==> src/rtl/clk_div_gen_if.sv <==
// -----------------------------------------------------------------------------
// clk_div_gen_if
// Signal bundle between the power-of-two clock divider and its user.
//   enable    : run request (level)
//   clk_out   : divided clocks, bit k divides clk_32f by 2^(FIRST_DIV_LOG2+k)
//   rise_stb  : one-cycle strobe per output on its rising edge
//   locked    : outputs running and stable
//   running   : divider is in RUN or STOPPING
//   clk_exp   : expected clocks for the built-in checker   (CLK_CHECK_EN only)
//   mismatch  : sticky per-output mismatch flags           (CLK_CHECK_EN only)
//   err_cnt   : saturating mismatch-cycle count            (CLK_CHECK_EN only)
// Modports: master = user side, slave = divider side.
// Optional checker signals are present only when CLK_CHECK_EN is defined.
// -----------------------------------------------------------------------------
interface clk_div_gen_if #(
    parameter int N_OUT = 3
);
    logic             enable;
    logic [N_OUT-1:0] clk_out;
    logic [N_OUT-1:0] rise_stb;
    logic             locked;
    logic             running;
`ifdef CLK_CHECK_EN
    logic [N_OUT-1:0] clk_exp;
    logic [N_OUT-1:0] mismatch;
    logic [7:0]       err_cnt;

    modport master (
        output enable, clk_exp,
        input  clk_out, rise_stb, locked, running, mismatch, err_cnt
    );
    modport slave (
        input  enable, clk_exp,
        output clk_out, rise_stb, locked, running, mismatch, err_cnt
    );
`else
    modport master (
        output enable,
        input  clk_out, rise_stb, locked, running
    );
    modport slave (
        input  enable,
        output clk_out, rise_stb, locked, running
    );
`endif
endinterface

==> src/rtl/clk_div_gen.sv <==
// -----------------------------------------------------------------------------
// clk_div_gen
// Power-of-two clock divider producing N_OUT phase-aligned divided clocks from
// clk_32f, with run/stop control (stop only at the slowest-clock boundary),
// per-output rising-edge strobes and a lock indication.
//
// Ports:
//   clk_32f : reference clock, all logic on its rising edge
//   reset   : asynchronous, active-low reset
//   bus     : clk_div_gen_if.slave (enable, clk_out, rise_stb, locked, running
//             and, with CLK_CHECK_EN, clk_exp / mismatch / err_cnt)
//
// Optional feature macro: CLK_CHECK_EN -- when defined, a checker compares
// clk_out against bus.clk_exp while locked and keeps sticky mismatch flags and
// a saturating error count. Undefined: checker logic and ports are absent.
// -----------------------------------------------------------------------------
module clk_div_gen #(
    parameter int N_OUT          = 3,
    parameter int FIRST_DIV_LOG2 = 3,
    parameter int LOCK_PERIODS   = 1
) (
    input  logic          clk_32f,
    input  logic          reset,
    clk_div_gen_if.slave  bus
);
    localparam int          W        = FIRST_DIV_LOG2 + N_OUT - 1;
    localparam logic [3:0]  LOCK_TGT = 4'(LOCK_PERIODS);

    typedef enum logic [1:0] {
        IDLE     = 2'd0,
        RUN      = 2'd1,
        STOPPING = 2'd2
    } state_t;

    state_t         state_reg;
    logic [W-1:0]   cnt_reg;
    logic [3:0]     lock_cnt_reg;
    logic           locked_reg;
    logic           cnt_max;
    logic           running;

    assign cnt_max = &cnt_reg;
    assign running = (state_reg != IDLE);

    // Main FSM. The counter holds at 0 in IDLE so that every restart begins
    // with all outputs low and phase-aligned; STOPPING only exits to IDLE on
    // the wrap, so no output ever sees a truncated phase.
    always_ff @(posedge clk_32f or negedge reset) begin
        if (!reset) begin
            state_reg    <= IDLE;
            cnt_reg      <= '0;
            lock_cnt_reg <= '0;
            locked_reg   <= 1'b0;
        end else begin
            case (state_reg)
                IDLE: begin
                    cnt_reg      <= '0;
                    lock_cnt_reg <= '0;
                    locked_reg   <= 1'b0;
                    if (bus.enable) begin
                        state_reg <= RUN;
                    end
                end
                RUN: begin
                    cnt_reg <= cnt_reg + W'(1);
                    if (!bus.enable) begin
                        state_reg    <= STOPPING;
                        lock_cnt_reg <= '0;
                        locked_reg   <= 1'b0;
                    end else if (cnt_max && (lock_cnt_reg != LOCK_TGT)) begin
                        lock_cnt_reg <= lock_cnt_reg + 4'd1;
                        locked_reg   <= ((lock_cnt_reg + 4'd1) == LOCK_TGT);
                    end
                end
                STOPPING: begin
                    // Counting continues uninterrupted; resuming restarts the
                    // lock count from zero (it was cleared on entry here).
                    cnt_reg <= cnt_reg + W'(1);
                    if (bus.enable) begin
                        state_reg <= RUN;
                    end else if (cnt_max) begin
                        state_reg <= IDLE;
                    end
                end
                default: begin
                    state_reg    <= IDLE;
                    cnt_reg      <= '0;
                    lock_cnt_reg <= '0;
                    locked_reg   <= 1'b0;
                end
            endcase
        end
    end

    logic [N_OUT-1:0] clk_out_w;
    logic [N_OUT-1:0] rise_stb_w;

    // Output k is counter bit B directly; its strobe fires when the low B+1
    // counter bits read 1 followed by B zeros, i.e. the cycle bit B just rose.
    generate
        for (genvar gi = 0; gi < N_OUT; gi++) begin : g_out
            localparam int         B   = FIRST_DIV_LOG2 - 1 + gi;
            localparam logic [B:0] ONE = (B+1)'(1);
            localparam logic [B:0] PAT = ONE << B;
            assign clk_out_w[gi]  = cnt_reg[B];
            assign rise_stb_w[gi] = running && (cnt_reg[B:0] == PAT);
        end
    endgenerate

    assign bus.clk_out  = clk_out_w;
    assign bus.rise_stb = rise_stb_w;
    assign bus.locked   = locked_reg;
    assign bus.running  = running;

`ifdef CLK_CHECK_EN
    logic [N_OUT-1:0] mismatch_reg;
    logic [7:0]       err_cnt_reg;
    logic [N_OUT-1:0] diff;

    assign diff = clk_out_w ^ bus.clk_exp;

    always_ff @(posedge clk_32f or negedge reset) begin
        if (!reset) begin
            mismatch_reg <= '0;
            err_cnt_reg  <= '0;
        end else if ((state_reg == IDLE) && bus.enable) begin
            mismatch_reg <= '0;
            err_cnt_reg  <= '0;
        end else if (locked_reg && (|diff)) begin
            mismatch_reg <= mismatch_reg | diff;
            if (err_cnt_reg != 8'hFF) begin
                err_cnt_reg <= err_cnt_reg + 8'd1;
            end
        end
    end

    assign bus.mismatch = mismatch_reg;
    assign bus.err_cnt  = err_cnt_reg;
`endif

endmodule

==> src/flat_wrapper.sv <==
// flat-port wrapper written by rule: the top's interface ports become plain ports
module clk_div_gen_flat 
#(
    parameter int N_OUT          = 3,
    parameter int FIRST_DIV_LOG2 = 3,
    parameter int LOCK_PERIODS   = 1
)
  (clk_32f, reset, bus_enable, bus_clk_out, bus_rise_stb, bus_locked, bus_running);
  clk_div_gen_if #(.N_OUT(N_OUT)) bus_i ();
  input  logic clk_32f;
  input  logic reset;
  input wire logic [$bits(bus_i.enable)-1:0] bus_enable;
  output wire logic [$bits(bus_i.clk_out)-1:0] bus_clk_out;
  output wire logic [$bits(bus_i.rise_stb)-1:0] bus_rise_stb;
  output wire logic [$bits(bus_i.locked)-1:0] bus_locked;
  output wire logic [$bits(bus_i.running)-1:0] bus_running;
  assign bus_i.enable = bus_enable;
  assign bus_clk_out = bus_i.clk_out;
  assign bus_rise_stb = bus_i.rise_stb;
  assign bus_locked = bus_i.locked;
  assign bus_running = bus_i.running;
  clk_div_gen #(.N_OUT(N_OUT), .FIRST_DIV_LOG2(FIRST_DIV_LOG2), .LOCK_PERIODS(LOCK_PERIODS)) u_core (.clk_32f(clk_32f), .reset(reset), .bus(bus_i));
endmodule
==> config.mk <==
export PLATFORM = sky130hd
export DESIGN_NAME = clk_div_gen_flat
export DESIGN_NICKNAME = d
export VERILOG_FILES = /design/src/rtl/clk_div_gen_if.sv /design/src/rtl/clk_div_gen.sv /design/src/flat_wrapper.sv
export SDC_FILE = /design/constraint.sdc
export NUM_CORES = 1
export LEC_CHECK = 0
export CELL_PAD_IN_SITES_DETAIL_PLACEMENT = 1
export CELL_PAD_IN_SITES_GLOBAL_PLACEMENT = 1
export CORE_AREA = 10 10 55 57
export DETAILED_ROUTE_END_ITERATION = 12
export DIE_AREA = 0 0 65 67
export DONT_BUFFER_PORTS = 1
export PLACE_DENSITY_LB_ADDON = 0.1
export SLEW_MARGIN = 20
export SYNTH_ARGS = -nofsm -noshare
export SYNTH_HDL_FRONTEND = slang
export SYNTH_SLANG_ARGS = --single-unit
==> constraint.sdc <==
create_clock -name clk_32f -period 2.6 [get_ports clk_32f]
set_clock_uncertainty 0.05 [all_clocks]
set_input_delay 0.52 -clock clk_32f [delete_from_list [all_inputs] [get_ports clk_32f]]
set_output_delay 0.52 -clock clk_32f [all_outputs]
set_load 0.05 [all_outputs]
---- After elaboration in Yosys (flattened, before gate mapping) ----
Index checks and enable logic that the tools add are counted.
storage, ports and cells
  register bits after elaboration ......... 12
  logic and storage cells ................. 40
cells by class
  $add $sub $neg .......................... 2
  eq/ne operators ......................... 11
  mux-type cells .......................... 12
  bitwise operators ....................... 1
  reductions and logical operators ........ 10
operator list
  kind                                                   number
  2-to-1 mux 2 bit                                       4
  2-to-1 mux 4 bit                                       2
  one-hot mux 4 bit (2 select lines)                     1
  inequality test 3 x 2 -> 1 bit, second input constant  2
  one-hot mux 2 bit (3 select lines)                     1
  adder 5 x 1 -> 5 bit, second input constant            1
  equality test 5 bit, second input constant             1
  2-to-1 mux 5 bit                                       1
  AND reduction 5 bit                                    1
  adder 4 x 1 -> 4 bit, second input constant            1
  equality test 4 x 1 -> 1 bit, second input constant    1
  equality test 4 bit, second input constant             1
  logical AND 1 bit                                      4
  inequality test 2 bit, second input constant           2
  inequality test 4 x 1 -> 1 bit, second input constant  1
  equality test 3 bit, second input constant             1
  AND reduction 3 bit                                    1
  equality test 2 x 1 -> 1 bit, second input constant    1
  equality test 2 bit, second input constant             1
  zero test 2 bit                                        1
  2-to-1 mux 1 bit                                       2
  one-hot mux 1 bit (2 select lines)                     1
  AND reduction 2 bit                                    1
  nonzero test 2 bit                                     1
  other kinds (2)                                        2

---- Logic depth before layout (Yosys ltp) ----
  word-level depth ........................ 5
  gate-level depth with buffers ........... 6
  depth with buffers taken out ............ 6

---- Worst setup path after synthesis ----
OpenSTA, ideal clock, no wires.
  path kind ............................... flip-flop to output port
  from .................................... register u_core.state_reg[0]
  to ...................................... output bus_rise_stb[2]
  arrival time ............................ 2662 ps
  slack ................................... -632 ps
  cell stages (with the launch flop) ...... 6
  path buffers ............................ 0
  cell sequence ........................... dfrtp_1 > inv_1 > ha_1 > inv_2 > nand2_1 > nor4b_1
between the ends
  word-level cells in the longest chain between the ends .. 2
RTL lines
  what                    RTL line            source
  start, declared         clk_div_gen.sv:35   state_t state_reg;
  start signal, assigned  clk_div_gen.sv:50   state_reg <= IDLE;
  start signal, assigned  clk_div_gen.sv:61   state_reg <= RUN;
  start signal, assigned  clk_div_gen.sv:67   state_reg <= STOPPING;
  nonzero test 2 bit      clk_div_gen.sv:43   assign running = (state_reg != IDLE);
  named net bus_running   flat_wrapper.sv:16  output wire logic [$bits(bus_i.running)-1:0] bus_running;
  logical AND 1 bit       clk_div_gen.sv:106  assign rise_stb_w[gi] = running && (cnt_reg[B:0] == PAT);
  end, declared           flat_wrapper.sv:14  output wire logic [$bits(bus_i.rise_stb)-1:0] bus_rise_stb;
The timed path passes the listed nets, and every way through them passes these cells.

---- Final worst setup path ----
  from .................................... register u_core.state_reg[0]
  to ...................................... output bus_rise_stb[2]
between the ends
  word-level cells in the longest chain between the ends .. 2
RTL lines
  what                RTL line
  nonzero test 2 bit  clk_div_gen.sv:43
  logical AND 1 bit   clk_div_gen.sv:106
No other way between the ends.

==> reports/results.tsv <==
stage	metric	value	unit
yosys	Synth top area share	0.359	
worst_setup_path	Startpoint Class	register	
timing	Hold Fails Final Rpt	0	
worst_setup_path	Setup CP Type	reg2out	
worst_setup_path	worst path arrival time	1.69	ns
route	vias	604	
global_route	initial antenna violation count	0	
global_route	busiest layer in global routing	met2	
worst_setup_path	R2R Path End	u_core.lock_cnt_reg[0]$_DFFE_PN0P_	
route	DR pass1 iterations	4	
floorplanning	full die area	0.00436	sq mm
timing	fin crit share	0.871	
pwr	largest vdd supply drop	0.433	mV
floorplanning	I/O Pins	11	
cts	clock buffer depth	2	
yosys	Syn Nets	96	
global_route	met1 GRT Util	0.0936	
flow_run	max_cap viols	0	
worst_setup_path	critical path fanouts, max	4	
global_route	global route overflow	0	
cts	post-cts resize count	0	
route	1st-iter DRT viols	12	
global_route	vias in the first global route	684	
yosys	area leader, netlist	dfrtp_1	
yosys	Syn Std Cell Area	836	sq um
route	post-detailed-route count of antenna-violating nets	0	
worst_setup_path	CP endpoint kind	primary output	
timing	setup total negative slack	0	ns
global_route	largest net degree at the start of global routing	13	
route	Vias/cell	5.21	
worst_hold_path	WHS Endpoint	u_core.lock_cnt_reg[1]$_DFFE_PN0P_	
placed_design	gpl congestion	0.707	
timing	RSZ-0062 raised after global routing	false	
yosys	Syn Inst Count	82	
global_route	GR Util met2	0.179	
cts	worst skew pair latency	0.28	ns
floorplanning	Rows	16	
yosys	Avg Cell Area, Syn	10.2	sq um
pwr	LEAKAGE	0.000446	uW
global_route	first-pass GRT wire length	3.22	mm
final_layout	commonest non-fill, non-tap cell in the layout	dfrtp_1	
floorplanning	Die W	65	microns
floorplanning	Die Height	67	microns
route	routed wire length per instance	15.2	microns
final_layout	ratio of cells with drive above 1 in the final layout	0.213	
yosys	register area share after synthesis	0.359	
timing	worst-margin pin slew	0.567	ns
cts	Num CTS Buffers	3	
timing	Final setup viols	0	
cts	Root Buffer	clkbuf_4	
run_status	run status	finished clean	
placed_design	PortBufs	0	
final_layout	max FFs per register	5	
yosys	Synth Register Bits	12	
final_layout	Inserted Diodes	0	
timing	Fmax	0.442	GHz
yosys	Yosys cell types	34	
cts	H-tree depth	1	
yosys	post-synthesis async set-or-reset flop share	1.00	
yosys	top_reg_cell synth	dfrtp_1	
pwr	PwrDens	890	mW/mm^2
floorplanning	core area	0.00194	sq mm
floorplanning	Starting Density	0.430	
cts	Worst-path clk slew	0.08	ns
global_route	gr usage total	0.0962	
final_layout	commonest non-fill, non-tap cells in the layout	dfrtp_1, ha_1, inv_1, buf_4, nand3_1	
yosys	Area contributors post-synth	dfrtp_1, ha_1, inv_1, o221ai_4, and2_1	
placed_design	dpl hpwl	1.40	mm
timing	min Tclk post-route	2.26	ns
timing	pins over their slew limit	0	
cts	CTS tree	done	
yosys	Ys Warns	0	
worst_setup_path	Worst EP required	2.03	ns
yosys	number of flops mapped to enable cells by yosys	0	
final_layout	area grow syn2layout	13.0	%
timing	Max-slew headroom	0.621	
route	DRC violations left	0	
worst_hold_path	Hold Path Depth	2	
worst_hold_path	Worst Hold Class	in2reg	
route	routed wire length	1.77	mm
worst_hold_path	hold_sp	bus_enable	
final_layout	# nets final	104	
final_layout	fin util	0.486	
worst_setup_path	Worst R2R Start	u_core.cnt_reg[0]$_DFF_PN0_	
cts	clock sinks	12	
global_route	met3 Resource Use GR	0.0368	
worst_setup_path	R2R setup slack	0.72	ns
worst_setup_path	Worst R2R Path Depth	5	
## stage by stage
stage	setup slack [ns]	power (uW)	area (sq um)	hold WS, ns	std cells
final	0.335	840	945	0.353	116
after global routing	0.228	927	945	0.363	116
after CTS	0.292	862	945	0.342	116
after detailed placement	0.616	700	898	0.175	111
after global placement	0.637	691	898	0.175	111
after floorplan	0.0256	598	847	0.174	82
## worst max-delay path, stage by stage, from the launching register on
cell,delay (ns)
dfrtp_1,0.40
inv_1,0.10
ha_1,0.26
inv_2,0.08
nand2_1,0.09
nor4b_2,0.26
buf_4,0.23
## cell usage after synthesis, drive strengths merged, types with 2 or more instances
cell type,number
nand2,4
buf,4
and2,4
xnor2,2
mux2,2
ha,11
and3,2
nand3,5
dfrtp,12
nand2b,2
nor2b,3
inv,11
nor3b,2
o21ai,2
## cells by family (layout without fill, tap and decap cells)
group                    after synthesis  count (layout)  share of synthesized area
buffers and inverters                 15              22                     0.0823
flip-flops                            12              12                      0.359
AO/OA/AOI/OAI                         10              10                      0.117
XOR/XNOR                               3               3                     0.0314
multiplexers                           3               3                     0.0389
AND/OR/NAND/NOR                       28              28                      0.207
adder cells (fa/ha/maj)               11              11                      0.165
## power breakdown
part / internal (uW) / total, uW / leakage (uW) / switching, uW
clock: 85.3 / 151 / 0.0000210 / 65.6
sequential: 226 / 273 / 0.000162 / 47.3
combinational: 161 / 416 / 0.000263 / 255
total: 472 / 840 / 0.000446 / 368
## how the worst max path moves through the flow
stage | startpoint | to | slack (ns) | depth (start not counted)
global route | u_core.state_reg[0]$_DFFE_PN0P_ | bus_rise_stb[2] | 0.23 | 6
global placement | u_core.state_reg[0]$_DFFE_PN0P_ | bus_rise_stb[2] | 0.64 | 6
CTS | u_core.state_reg[0]$_DFFE_PN0P_ | bus_rise_stb[2] | 0.29 | 6
finish | u_core.state_reg[0]$_DFFE_PN0P_ | bus_rise_stb[2] | 0.34 | 6
detailed placement | u_core.state_reg[0]$_DFFE_PN0P_ | bus_rise_stb[2] | 0.62 | 6
floorplan | u_core.state_reg[0]$_DFFE_PN0P_ | bus_rise_stb[2] | 0.03 | 5
## metal layers
| layer | up-vias | part of all wire |
|---|---|---|
| met1 | 294 | 0.39 |
| met2 | 13 | 0.55 |
| li1 | 292 | - |
| met3 | 5 | 0.048 |
| met5 | - | 0 |
| met4 | 0 | 0.014 |
## final cells by class
type	count	area (sq um)
Sequential cell	12	300
Clock buffer	4	36.3
Fill cell	235	997
Multi-Input combinational cell	55	478
Inverter	11	41.3
Timing Repair Buffer	7	55.1
Tap cell	27	33.8
## repair_timing
item,CTS,global route
setup buffers,0,0
endpoints found under the hold margin,12,0
hold buffers,1,0
No activity file was read; power rests on OpenSTA's default activity.
